`src/rtl/enabled_register_reader.sv`:
```
// -----------------------------------------------------------------------------
// enabled_register_reader
//
// Purpose:
//   This block is the read-side companion to an enabled-register write path.
//   The upstream writer has no backpressure. It drives enable/data_in exactly
//   as it would drive an enabled register. Every enabled word is captured into
//   a small in-order buffer. The buffer is presented to a downstream consumer
//   over a valid/ready handshake with first-word fall-through. A write that
//   finds the buffer full (and no simultaneous pop) is dropped, and a sticky
//   overflow flag records it.
//
// Parameters:
//   WIDTH  data word width in bits (default 4)
//   DEPTH  buffer entries, power of 2 and >= 2 (default 4)
//
// Ports:
//   clk           in   rising-edge clock
//   reset_n       in   asynchronous active-low reset
//   enable        in   write strobe, one word offered per cycle while high
//   data_in       in   write data, sampled when enable is high
//   rd_valid      out  buffer non-empty, rd_data is meaningful
//   rd_ready      in   consumer accepts rd_data this cycle
//   rd_data       out  oldest buffered word (stale/reset data when empty)
//   overflow      out  sticky, a write was dropped
//   clr_overflow  in   clears overflow (a same-cycle drop takes priority)
//   level         out  occupancy 0..DEPTH, only with ENREG_READER_LEVEL_EN
//
// Configuration macro:
//   ENREG_READER_LEVEL_EN  when defined, exposes the occupancy count on the
//                          level port. Otherwise the port is absent and the
//                          behaviour is unchanged.
// -----------------------------------------------------------------------------
module enabled_register_reader #(
    parameter int WIDTH = 4,
    parameter int DEPTH = 4
) (
    input  logic                     clk,
    input  logic                     reset_n,
    input  logic                     enable,
    input  logic [WIDTH-1:0]         data_in,
    output logic                     rd_valid,
    input  logic                     rd_ready,
    output logic [WIDTH-1:0]         rd_data,
    output logic                     overflow,
    input  logic                     clr_overflow
`ifdef ENREG_READER_LEVEL_EN
    ,
    output logic [$clog2(DEPTH):0]   level
`endif
);

    localparam int PW = $clog2(DEPTH);
    localparam int CW = PW + 1;
    localparam logic [CW-1:0] DEPTH_CNT = CW'(DEPTH);

    // Storage and bookkeeping registers
    logic [WIDTH-1:0] r_mem [DEPTH];
    logic [PW-1:0]    r_wr_ptr;
    logic [PW-1:0]    r_rd_ptr;
    logic [CW-1:0]    r_count;
    logic             r_overflow;

    // Per-cycle handshake decode
    logic             w_full;
    logic             w_empty;
    logic             w_pop;
    logic             w_push;
    logic             w_drop;
    logic [DEPTH-1:0] w_we;

    assign w_full  = (r_count == DEPTH_CNT);
    assign w_empty = (r_count == '0);
    assign w_pop   = !w_empty && rd_ready;
    // A pop in the same cycle frees the slot the write needs. This is how a
    // full buffer still accepts a write while it is being drained.
    assign w_push  = enable && (!w_full || w_pop);
    assign w_drop  = enable && w_full && !w_pop;

    // One-hot write enable per storage entry
    generate
        for (genvar gi = 0; gi < DEPTH; gi++) begin : g_we
            assign w_we[gi] = w_push && (r_wr_ptr == PW'(gi));
        end
    endgenerate

    // Storage. Every entry is cleared on reset so that rd_data reads 0
    // after reset instead of showing leftovers from before the reset.
    always_ff @(posedge clk or negedge reset_n) begin
        if (!reset_n) begin
            for (int i = 0; i < DEPTH; i++) begin
                r_mem[i] <= '0;
            end
        end else begin
            for (int i = 0; i < DEPTH; i++) begin
                if (w_we[i]) begin
                    r_mem[i] <= data_in;
                end
            end
        end
    end

    // Pointers wrap modulo DEPTH through their natural width
    always_ff @(posedge clk or negedge reset_n) begin
        if (!reset_n) begin
            r_wr_ptr <= '0;
            r_rd_ptr <= '0;
        end else begin
            if (w_push) begin
                r_wr_ptr <= r_wr_ptr + PW'(1);
            end
            if (w_pop) begin
                r_rd_ptr <= r_rd_ptr + PW'(1);
            end
        end
    end

    // Occupancy. A push and a pop in the same cycle cancel out.
    always_ff @(posedge clk or negedge reset_n) begin
        if (!reset_n) begin
            r_count <= '0;
        end else begin
            if (w_push && !w_pop) begin
                r_count <= r_count + CW'(1);
            end else if (w_pop && !w_push) begin
                r_count <= r_count - CW'(1);
            end
        end
    end

    // Sticky overflow. A drop in the same cycle as a clear wins, so a lost
    // word is never hidden by a clear that arrives at the same moment.
    always_ff @(posedge clk or negedge reset_n) begin
        if (!reset_n) begin
            r_overflow <= 1'b0;
        end else if (w_drop) begin
            r_overflow <= 1'b1;
        end else if (clr_overflow) begin
            r_overflow <= 1'b0;
        end
    end

    // First-word fall-through read port
    assign rd_valid = !w_empty;
    assign rd_data  = r_mem[r_rd_ptr];
    assign overflow = r_overflow;

`ifdef ENREG_READER_LEVEL_EN
    assign level = r_count;
`endif

endmodule

```
`config.mk`:
```
export PLATFORM = sky130hd
export DESIGN_NAME = enabled_register_reader
export DESIGN_NICKNAME = d
export VERILOG_FILES = /design/src/rtl/enabled_register_reader.sv
export SDC_FILE = /design/constraint.sdc
export NUM_CORES = 1
export LEC_CHECK = 0
export BUFFER_PORTS_ARGS = -buffer_cell sky130_fd_sc_hd__buf_4
export CELL_PAD_IN_SITES_DETAIL_PLACEMENT = 1
export CELL_PAD_IN_SITES_GLOBAL_PLACEMENT = 2
export CORE_MARGIN = 3
export CORE_UTILIZATION = 42
export CTS_CLUSTER_SIZE = 12
export DETAILED_ROUTE_END_ITERATION = 6
export PLACE_DENSITY = 0.9
export SYNTH_ARGS = -nofsm -noshare
export SYNTH_HDL_FRONTEND = slang
export SYNTH_SLANG_ARGS = --single-unit
```
`constraint.sdc`:
```
create_clock -name clk -period 4.5 [get_ports clk]
set_input_delay 0.45 -clock clk [delete_from_list [all_inputs] [get_ports clk]]
set_output_delay 0.45 -clock clk [all_outputs]
set_load 0.005 [all_outputs]
```
==> impl_metrics.prom <==
# TYPE chip_impl_metric gauge
chip_impl_info{name="status",value="complete, no violations"} 1
chip_impl_metric{name="setup-violations-final",unit=""} 0
chip_impl_metric{name="cellPowerDensity",unit="nW/um^2"} 701
chip_impl_metric{name="die_area",unit="sq um"} 3360
chip_impl_metric{name="synth.net_count",unit=""} 94
chip_impl_metric{name="detailedPlacementHpwl",unit="microns"} 1660
chip_impl_metric{name="chipHeight",unit="microns"} 58.0
chip_impl_metric{name="design.core.area",unit="sq um"} 2520
chip_impl_metric{name="syn_to_final_growth",unit="%"} 15.4
chip_impl_metric{name="power.total",unit="mW"} 0.918
chip_impl_info{name="rsz0062_at_grt",value="no"} 1
chip_impl_metric{name="wire_length_of_the_first_global_routing_pass",unit="microns"} 3650
chip_impl_metric{name="postSynthAreaPerCell",unit="sq um"} 14.4
chip_impl_metric{name="final_max_slew_viol_count",unit=""} 0
chip_impl_metric{name="met3_wirelength",unit="microns"} 88
chip_impl_metric{name="final.min_clock_period",unit="ps"} 2180
chip_impl_metric{name="postCtsSetupRepairBufs",unit=""} 0
chip_impl_metric{name="post-synth-top-area-fraction",unit="%"} 52.9
chip_impl_metric{name="worst_setup_hold_path_clk_slew",unit="ps"} 130
chip_impl_metric{name="finalHoldViolations",unit=""} 0
chip_impl_info{name="synth_top_cell_by_area",value="dfrtp_1"} 1
chip_impl_metric{name="synth.yosys.warnings",unit=""} 0
chip_impl_metric{name="cts_made_buffers",unit=""} 3
chip_impl_metric{name="initial_core_util",unit="%"} 45.0
chip_impl_metric{name="worst_skew_pair.late_latency",unit="ps"} 310
chip_impl_metric{name="post-route-cell-area",unit="sq um"} 1310
chip_impl_metric{name="worstPathMaxFanout",unit=""} 4
chip_impl_metric{name="globalRouteTotalUtil",unit="%"} 14.9
chip_impl_metric{name="final_layout_size_suffix_gt1_share",unit="%"} 42.7
chip_impl_metric{name="cts_max_level",unit=""} 1
chip_impl_metric{name="filler_cell_count",unit=""} 265
chip_impl_info{name="synth.most_common_cell",value="dfrtp_1"} 1
chip_impl_info{name="rr_endpoint",value="r_count[2]"} 1
chip_impl_info{name="postSynth.topFlopCell",value="dfrtp_1"} 1
chip_impl_metric{name="final.period_utilization",unit="%"} 48.4
chip_impl_metric{name="r2r_cells",unit=""} 8
chip_impl_metric{name="detail_route.vias_per_cell",unit=""} 5.20
chip_impl_info{name="cp-endpoint",value="r_count[2]"} 1
chip_impl_metric{name="antenna_cells_inserted",unit=""} 0
chip_impl_info{name="yosys-top-cells-count",value="24 x dfrtp_1, 18 x mux2_2, 6 x nand2_1, 5 x ha_1, 5 x nor2_1"} 1
chip_impl_metric{name="grt_antenna_before_repair",unit=""} 0
chip_impl_metric{name="postPlaceCellArea",unit="sq um"} 1270
chip_impl_metric{name="synth_enable_flop_cells",unit=""} 0
chip_impl_metric{name="clock_sinks",unit=""} 24
chip_impl_metric{name="postRouteAntennaNets",unit=""} 0
chip_impl_metric{name="cts-resized-gates",unit=""} 0
chip_impl_metric{name="least_margin_pin_slew",unit="ps"} 420
chip_impl_metric{name="synth.cell_area",unit="sq um"} 1130
chip_impl_info{name="worst_setup_path_end_kind",value="flip-flop"} 1
chip_impl_metric{name="vias",unit=""} 655
chip_impl_metric{name="fin_worst_skew",unit="ps"} 6.42
chip_impl_metric{name="cts.hold.buffers_added",unit=""} 0
chip_impl_metric{name="route.final.wire_length",unit="microns"} 2100
chip_impl_metric{name="first_global_vias",unit=""} 727
chip_impl_metric{name="wire_per_inst",unit="microns"} 16.7
chip_impl_metric{name="post_synthesis_sequential_area_ratio",unit="%"} 52.9
chip_impl_info{name="crit_startpoint",value="r_count[0]"} 1
chip_impl_metric{name="design.portCount",unit=""} 15
chip_impl_metric{name="drt_pass1_iterations",unit=""} 4
chip_impl_metric{name="gr-total-overflow",unit=""} 0
chip_impl_metric{name="gpl.final_weighted_congestion",unit=""} 0.695
chip_impl_metric{name="die_x",unit="microns"} 58.0
chip_impl_info{name="timing.critical_path.from_type",value="flip-flop"} 1
chip_impl_metric{name="detail_route.iter0.violations",unit=""} 16
chip_impl_metric{name="async_set_reset_flop_share_out_of_synthesis",unit="%"} 100
chip_impl_metric{name="synth_cells",unit=""} 79
chip_impl_metric{name="placement.io_buffers",unit=""} 14
chip_impl_metric{name="clock_tree.buffer_depth",unit=""} 2
chip_impl_info{name="tritoncts",value="built"} 1
chip_impl_metric{name="r2r_setup_slack",unit="ps"} 2320
chip_impl_metric{name="max_freq",unit="MHz"} 460
chip_impl_info{name="yosys-top-cells-area",value="dfrtp_1 53%, mux2_2 18%, mux4_2 7.9%"} 1
chip_impl_metric{name="routedLengthMet1",unit="microns"} 890
chip_impl_metric{name="timing.critical_path.arrival",unit="ps"} 2420
chip_impl_metric{name="vdd_drop_max",unit="mV"} 0.433
chip_impl_info{name="hold_path_class",value="input port to async pin"} 1
chip_impl_metric{name="relSlewSlack",unit="%"} 71.9
chip_impl_metric{name="design.final.nets",unit=""} 112
chip_impl_metric{name="max-cap-violations",unit=""} 0
chip_impl_metric{name="detail_route.drc_violations",unit=""} 0
chip_impl_metric{name="power.leakage",unit="nW"} 0.586
chip_impl_info{name="reg_to_reg_critical_path_startpoint",value="r_count[0]"} 1
chip_impl_info{name="category_of_the_most_critical_setup_path",value="flip-flop to flip-flop"} 1
chip_impl_metric{name="grt_start_max_net_pins",unit=""} 25
chip_impl_info{name="route.top_layer_used",value="met4"} 1
chip_impl_metric{name="routed-wl-met2",unit="microns"} 1110
chip_impl_metric{name="critical_path_required",unit="ps"} 4750
chip_impl_metric{name="final.setup.tns",unit="ps"} 0
chip_impl_metric{name="ffs_latches_synth",unit=""} 24
chip_impl_info{name="master_cell_of_the_clock_root_buffer",value="clkbuf_4"} 1
chip_impl_metric{name="synth.lib_cells_used.distinct",unit=""} 16
chip_impl_metric{name="std_cell_rows",unit=""} 18
## stage by stage
stage / instances / hold slack (ps) / util (%) / setup slack [ps]
after floorplan: 79 / 154 / - / 2470
after global placement: 122 / 363 / 50.5 / 2360
after detailed placement: 122 / 366 / 50.5 / 2280
after CTS: 126 / 12.7 / 51.9 / 2270
after global routing: 126 / 5.96 / 51.9 / 2180
final: 126 / 14.9 / 51.9 / 2320
## flip-flops by register name (all words and copies together) (netlist names)
register	cells
r_wr_ptr	2
r_rd_ptr	2
r_mem	16
r_count	3
overflow	1
## power breakdown
part | internal (mW) | switching, mW
combinational | 0.249 | 0.136
sequential | 0.325 | 0.0959
clock | 0.0494 | 0.0621
## cell families (layout without fill, tap and decap cells)
| group | after synthesis | count (layout) | share of synthesized area [%] |
|---|---|---|---|
| flip-flops | 24 | 24 | 52.9 |
| multiplexers | 22 | 22 | 25.8 |
| AND/OR/NAND/NOR | 15 | 15 | 7.28 |
| adder cells (fa/ha/maj) | 6 | 6 | 7.28 |
| XOR/XNOR | 6 | 6 | 4.63 |
| buffers and inverters | 5 | 22 | 1.65 |
| AO/OA/AOI/OAI | 1 | 1 | 0.441 |
## critical path, stage by stage (launching register included)
cell	delay, ps
dfrtp_1	480
or3_1	440
nand2_1	130
ha_1	200
inv_1	60
fa_1	370
xor2_1	160
nor2_1	130
xor2_1	150
## cell type report
class	count	area (sq um)	area share, %
Sequential cell	24	601	45.8
Tap cell	30	37.5	2.87
Timing Repair Buffer	14	105	8.02
Multi-Input combinational cell	50	515	39.4
Inverter	4	15.0	1.15
Clock buffer	4	36.3	2.77
## placed cells by master (no fill, tap or decap)
master and count:
dfrtp_1 24, mux2_2 18, buf_4 14, nand2_1 6, nor2_1 5, ha_1 5, inv_1 4, mux4_2 4
xnor2_1 4, clkbuf_4 3, xor2_1 2, or3_1 1, nor4b_4 1, nor2b_1 1, nand3_1 1, o21ai_0 1
fa_1 1, clkbuf_8 1
## layer usage
| layer | track usage [%] | up-vias |
|---|---|---|
| li1 | - | 310 |
| met1 | 17.8 | 332 |
| met2 | 26.0 | 11 |
| met3 | 4.68 | 2 |
| met4 | 3.97 | 0 |
| met5 | 0 | - |
## worst min path at each step
stage / end / cells past startpoint
after floorplan: overflow / 0
after global placement: overflow / 1
after detailed placement: r_mem[15] / 1
after CTS: r_mem[15] / 1
after global routing: r_rd_ptr[1] / 1
final: r_rd_ptr[1] / 1
(Power assumes the default switching activity.)
